## config.mk

```make
export PLATFORM = sky130hd
export DESIGN_NAME = array_frame_loader
export DESIGN_NICKNAME = d
export VERILOG_FILES = /design/src/rtl/array_frame_loader.sv
export SDC_FILE = /design/constraint.sdc
export NUM_CORES = 1
export LEC_CHECK = 0
export CORE_UTILIZATION = 57
export DETAILED_ROUTE_END_ITERATION = 10
export HOLD_SLACK_MARGIN = 0.03
export PLACE_DENSITY = 0.83
export SYNTH_ARGS = -nofsm -noshare
export SYNTH_HDL_FRONTEND = slang
export SYNTH_SLANG_ARGS = --single-unit
```

## constraint.sdc

```tcl
create_clock -name clk -period 5.3 [get_ports clk]
set_clock_uncertainty 0.1 [all_clocks]
set_input_delay 0.53 -clock clk [delete_from_list [all_inputs] [get_ports clk]]
set_output_delay 0.53 -clock clk [all_outputs]
set_load 0.005 [all_outputs]
```

## src/rtl/array_frame_loader.sv

```systemverilog
// Stream-to-array loader: assembles WIDTH-bit elements row-major into a double-buffered ROWS x COLS frame.
// Optional unpacked mirror output frame_unp when ARRAY_FRAME_LOADER_UNPACKED_EN is defined.
module array_frame_loader #(
  parameter int ROWS  = 4,
  parameter int COLS  = 2,
  parameter int WIDTH = 16
) (
  input  logic                                  clk,
  input  logic                                  rst,
  input  logic                                  in_valid,
  output logic                                  in_ready,
  input  logic [WIDTH-1:0]                      in_data,
  output logic [ROWS-1:0][COLS-1:0][WIDTH-1:0]  frame_out,
  output logic                                  frame_valid,
  input  logic                                  frame_ack,
  output logic [$clog2(ROWS):0]                 row_idx,
  output logic [$clog2(COLS):0]                 col_idx,
  output logic [7:0]                            frame_count
`ifdef ARRAY_FRAME_LOADER_UNPACKED_EN
  ,
  output logic [WIDTH-1:0]                      frame_unp [ROWS-1:0][COLS-1:0]
`endif
);

  localparam int RW = $clog2(ROWS) + 1;
  localparam int CW = $clog2(COLS) + 1;
  localparam logic [RW-1:0] RLAST = RW'(ROWS - 1);
  localparam logic [CW-1:0] CLAST = CW'(COLS - 1);

  logic [ROWS-1:0][COLS-1:0][WIDTH-1:0] shadow, shadow_nxt;
  logic [RW-1:0] row_nxt;
  logic [CW-1:0] col_nxt;
  logic pending, pending_nxt;
  logic accept, last, publish_ok, xfer;

  assign in_ready   = !pending;
  assign accept     = in_valid && in_ready;
  assign last       = (row_idx == RLAST) && (col_idx == CLAST);
  assign publish_ok = !frame_valid || frame_ack;
  // A parked full shadow is published as soon as the consumer releases frame_out.
  assign xfer       = (accept && last && publish_ok) || (pending && frame_ack);

  always_comb begin
    shadow_nxt = shadow;
    for (int i = 0; i < ROWS; i++)
      for (int k = 0; k < COLS; k++)
        if (accept && row_idx == RW'(i) && col_idx == CW'(k))
          shadow_nxt[i][k] = in_data;
  end

  always_comb begin
    row_nxt = row_idx;
    col_nxt = col_idx;
    if (accept) begin
      if (col_idx == CLAST) begin
        col_nxt = '0;
        row_nxt = (row_idx == RLAST) ? '0 : row_idx + RW'(1);
      end else begin
        col_nxt = col_idx + CW'(1);
      end
    end
  end

  always_comb begin
    pending_nxt = pending;
    if (accept && last && !publish_ok) pending_nxt = 1'b1;
    else if (pending && frame_ack)     pending_nxt = 1'b0;
  end

  always_ff @(posedge clk) begin
    if (rst) begin
      shadow      <= '0;
      frame_out   <= '0;
      frame_valid <= 1'b0;
      frame_count <= '0;
      row_idx     <= '0;
      col_idx     <= '0;
      pending     <= 1'b0;
    end else begin
      shadow  <= shadow_nxt;
      row_idx <= row_nxt;
      col_idx <= col_nxt;
      pending <= pending_nxt;
      if (xfer) begin
        frame_out   <= shadow_nxt;
        frame_valid <= 1'b1;
        frame_count <= frame_count + 8'd1;
      end else if (frame_ack) begin
        frame_valid <= 1'b0;
      end
    end
  end

`ifdef ARRAY_FRAME_LOADER_UNPACKED_EN
  always_ff @(posedge clk) begin
    for (int i = 0; i < ROWS; i++)
      for (int k = 0; k < COLS; k++)
        if (rst)       frame_unp[i][k] <= '0;
        else if (xfer) frame_unp[i][k] <= shadow_nxt[i][k];
  end
`endif

endmodule

```

# Yosys cells after proc, flatten, opt, wreduce, memory -nomap -nowiden
# Index checks and enable logic that the tools add are counted.
word_totals:
  regBits: 271
  inputBits: 20
  word_cells: 70
  out_inout_bits: 143
classes:
  eq_ne: 4
  n_reduce_logical: 28
  n_addsub: 3
  n_mux: 14
op_table:
  columns: ["op", "n"]
  rows:
  - ["16-bit two-way mux", 8]
  - ["1-bit logical AND", 18]
  - ["8-bit by 1-bit adder with 8-bit output (second input constant)", 1]
  - ["3-bit by 2-bit equality test with 1-bit output (second input constant)", 2]
  - ["1-bit two-way mux", 4]
  - ["2-bit nonzero test", 2]
  - ["3-bit by 1-bit adder with 3-bit output (second input constant)", 1]
  - ["3-bit by 1-bit equality test with 1-bit output (second input constant)", 1]
  - ["1-bit logical NOT", 3]
  - ["3-bit logical NOT", 1]
  - ["3-bit two-way mux", 1]
  - ["2-bit by 1-bit adder with 2-bit output (second input constant)", 1]
  - ["2-bit by 1-bit equality test with 1-bit output (second input constant)", 1]
  - ["2-bit logical NOT", 1]
  - ["1-bit logical OR", 2]
  - ["2-bit two-way mux", 1]
  - ["2-bit AND reduction", 1]

# Logic depth before layout (Yosys ltp)
logic_depth:
  depth_word: 6
  mapped_depth: 8
  depth_no_buf: 6

# Worst setup path before layout
# No wires, ideal clock.
synth_timing:
  path_type: "register to register"
  startpoint: "register pending"
  endpoint: "register frame_out[92] (netlist name)"
  path_buffers: 3
  required_time_ns: 5.067
  arrival_time_ns: 2.027
  path_stages_with_launch: 8
  setup_ns: 0.133
  slack_ns: 3.040
  period_less_slack_ns: 2.260
  cell_sequence: "dfxtp_1 > buf_2 > or4b_1 > buf_2 > nor2_2 > buf_4 > mux2i_1 > a211oi_2"
synth_via:
  elab_chain_cells: 5
  elab_cells_between_ends: 9
  cone_classes: "mux (1); reduce/logical (8)"
synth_rtl:
  columns: ["element", "line_no", "source"]
  rows:
  - ["start, declared", "33", "logic pending, pending_nxt;"]
  - ["start signal, assigned", "83", "pending <= pending_nxt;"]
  - ["1-bit logical NOT", "36", "assign in_ready = !pending;"]
  - ["1-bit logical AND", "37", "assign accept = in_valid && in_ready;"]
  - ["1-bit logical AND, on equally long branches (2 in a row)", "47, 41", null]
  - ["16-bit two-way mux / 1-bit logical OR (equally long branches)", "47, 41", null]
  - ["end signal, assigned", "85", "frame_out <= shadow_nxt;"]
  - ["end, declared", "13", "output logic [ROWS-1:0][COLS-1:0][WIDTH-1:0] frame_out,"]
# Parallel ways exist; a longest one is shown, timed or not.
# A chain may end at the register's enable or synchronous reset.

# Worst setup path after layout
layout_timing:
  startpoint: "register pending"
  endpoint: "register frame_out[109] (netlist name)"
# Same word-level chain as after synthesis.

==> flow_metrics.tcl <==
set metrics [dict create \
    setup_violations 0 \
    mostFrequentLayoutCell "dfxtp_1" \
    criticalPathCategory "flop to flop" \
    drtIter0Drc 685 \
    synthSimpleGateAreaFrac_pct 7.965 \
    fin_setup_tns_ps 0 \
    met3_usage_pct 3.653 \
    cp_data_arrival_time_ps 3300 \
    cts_tree "built" \
    min_period_ps 2985 \
    ioPinCount 163 \
    synth-adder-area-share_pct 0.6372 \
    synth_edf_count 0 \
    synth_top_family_by_area "compound AO/OA/AOI/OAI gates" \
    numPortBuffers 162 \
    layout.cells.most_common_list "271 x dfxtp_1, 161 x clkdlybuf4s50_1, 137 x a21oi_1" \
    h-tree-depth 1 \
    die_h_um 133.2 \
    wl_per_cell_um 19.36 \
    min_path_cells 2 \
    grtUsageMet1_pct 38.42 \
    dpl.cell_count 1259 \
    timing.fmax_ghz 0.3350 \
    via_per_inst 5.781 \
    synth_area_leader_cell "dfxtp_1" \
    hold_viol 0 \
    die_area_sq_um 17750 \
    clock-sinks 271 \
    maxCapViolCount 0 \
    ant_nets 0 \
    synth-compound-area-share_pct 17.52 \
    grt.busiest_layer "met2" \
    cts_buffers 26 \
    syn_avg_cell_area_sq_um 10.14 \
    clkLatencyLatePin_ps 520 \
    core_sq_um 16700 \
    pre_cts_ws_ps 2230 \
    area_growth_pct 25.05 \
    ys_warn_count 0 \
    power_density_nw_per_um2 345.4 \
    cp_max_fo 61 \
    grt_max_degree 174 \
    endpoint_kind "flop" \
    crit_slowest_cell "or4b_1" \
    hold-worst-slack_ps 391.3 \
    post_cts_buffers 0 \
    synthCells 968 \
    netlist_area_sq_um 9818 \
    rsz0062_at_grt "no" \
    final_nets 1092 \
    overflow 0 \
    crit_chain "or4b_1 -> o21ai_4 -> buf_4 -> a21oi_1 -> a211oi_1" \
    groute.usage.overall_pct 27.70 \
    rr_worst_depth 5 \
    worst_hold_path_type "flop to flop" \
    dp_hpwl_um 14750 \
    ys_seq_area_share_pct 55.26 \
    clock-root-buffer "clkbuf_16" \
    ys_types 36 \
    worst_slew_pin_slew_ps 1200 \
    timing.final.crit_share_pct 56.32 \
    die_width_um 133.2 \
    critPathBufInv 1 \
    muxShareOfSynthArea_pct 13.61 \
    drc 0 \
    crit_cells 5 \
    first_pass_iters 7 \
    async_flop_share_pct 0 \
    grt_pass1_wl_um 38990 \
    num_antenna_cells 0 \
    start_util_pct 58.79 \
    outcome "finished clean" \
    slowest_delay_ps 780 \
    rows 47 \
    grt_antenna_before_repair 0 \
    relSlewSlack_pct 19.89 \
    grt_pass1_vias 7066 \
    gp_congestion 0.8049 \
    cts_resized 0 \
    grt_use_met2_pct 44.65 \
    synth_top_flop_cell "dfxtp_1" \
    vias 7556 \
    crit_family "compound AO/OA/AOI/OAI gates" \
    syn_nets 993 \
    instances_no_fill 1307 \
    ir_drop_v 0.0003343 \
    yosys.area_share.xor_xnor_pct 0.1784 \
    drive_gt1_share_pct 6.348 \
    final_util_pct 73.52 \
    synth_top_area_share_pct 55.26 \
    ys_ff_latch 271 \
    clk_pin_slew_ps 60 \
    cp.required_ps 5610 \
    clockBufferDepth 3 \
    crit_path_start_kind "flop" \
    hold_buffers 0 \
    maxSlewViolCount 0 \
    synth_area_leaders "dfxtp_1 55%, mux2i_1 13%, a211oi_1 9.7%, a21oi_1 7.0%, nor2_1 5.2%" \
    fin_ws_ps 2315 \
    p_leak_nw 4.139 \
    drt-total-wl_um 25300 \
]
metal layers:
| metal | up-vias | routed length, um |
|---|---|---|
| met3 | 43 | 1375 |
| met4 | 0 | 603 |
| met2 | 250 | 12030 |
| met5 | - | 0 |
| li1 | 3613 | - |
| met1 | 3650 | 11290 |
cells in the mapped netlist, types with 6 or more instances:
library cell and instances:
a211oi_1 127, a21oi_1 137, buf_2 31, buf_4 12
clkbuf_1 53, dfxtp_1 271, mux2i_1 129, nand2_1 8
nor2_1 137, nor3_1 6
flip-flops by register name, indices dropped and copies added, names as in the netlist:
name and flops:
col_idx 2, frame_count 8, frame_out 128, frame_valid 1, pending 1, row_idx 3, shadow 128
worst min-delay path, stage by stage (launching register included):
cell and delay [ps]:
dfxtp_1 300, mux2i_1 70, nor2_1 80
stage by stage:
stage,total power [mW],cell area [sq um]
2_1_floorplan,2.241,9818
3_3_place_gp,2.294,11340
3_5_place_dp,2.298,11340
4_1_cts,4.257,12280
5_1_grt,4.361,12280
6_report,4.240,12280
final timing paths:
path                                  to                  start  slack, ps
max          frame_out[109]$_SDFFE_PP0P_   pending$_SDFFE_PP0P_       2320
min                shadow[50]$_SDFF_PP0_  shadow[50]$_SDFF_PP0_        390
max reg2reg  frame_out[109]$_SDFFE_PP0P_   pending$_SDFFE_PP0P_       2320
min reg2reg        shadow[50]$_SDFF_PP0_  shadow[50]$_SDFF_PP0_        390
cell families (layout without fill, tap and decap cells):
| kind of cell | after synthesis | after routing |
|---|---|---|
| compound gates | 272 | 272 |
| flops | 271 | 271 |
| simple gates | 181 | 181 |
| mux | 133 | 133 |
| buf+inv | 104 | 223 |
| fa+ha+maj | 5 | 5 |
| xor+xnor | 2 | 2 |
power breakdown:
part	switching, mW	total (mW)	internal [mW]
Combinational	0.134	0.189	0.0550
Clock	0.786	1.99	1.20
Sequential	0.00834	2.07	2.06
final cells by class:
type,count,area (sq um)
sequential,271,5425
clock inverter,14,187.7
inverter,5,18.77
multi-input combinational,593,3934
clock buffer,34,752.0
tap,220,275.3
timing repair buffer,170,1685
fill,1227,4423
Note: power is estimated with default switching activity, not from simulation.
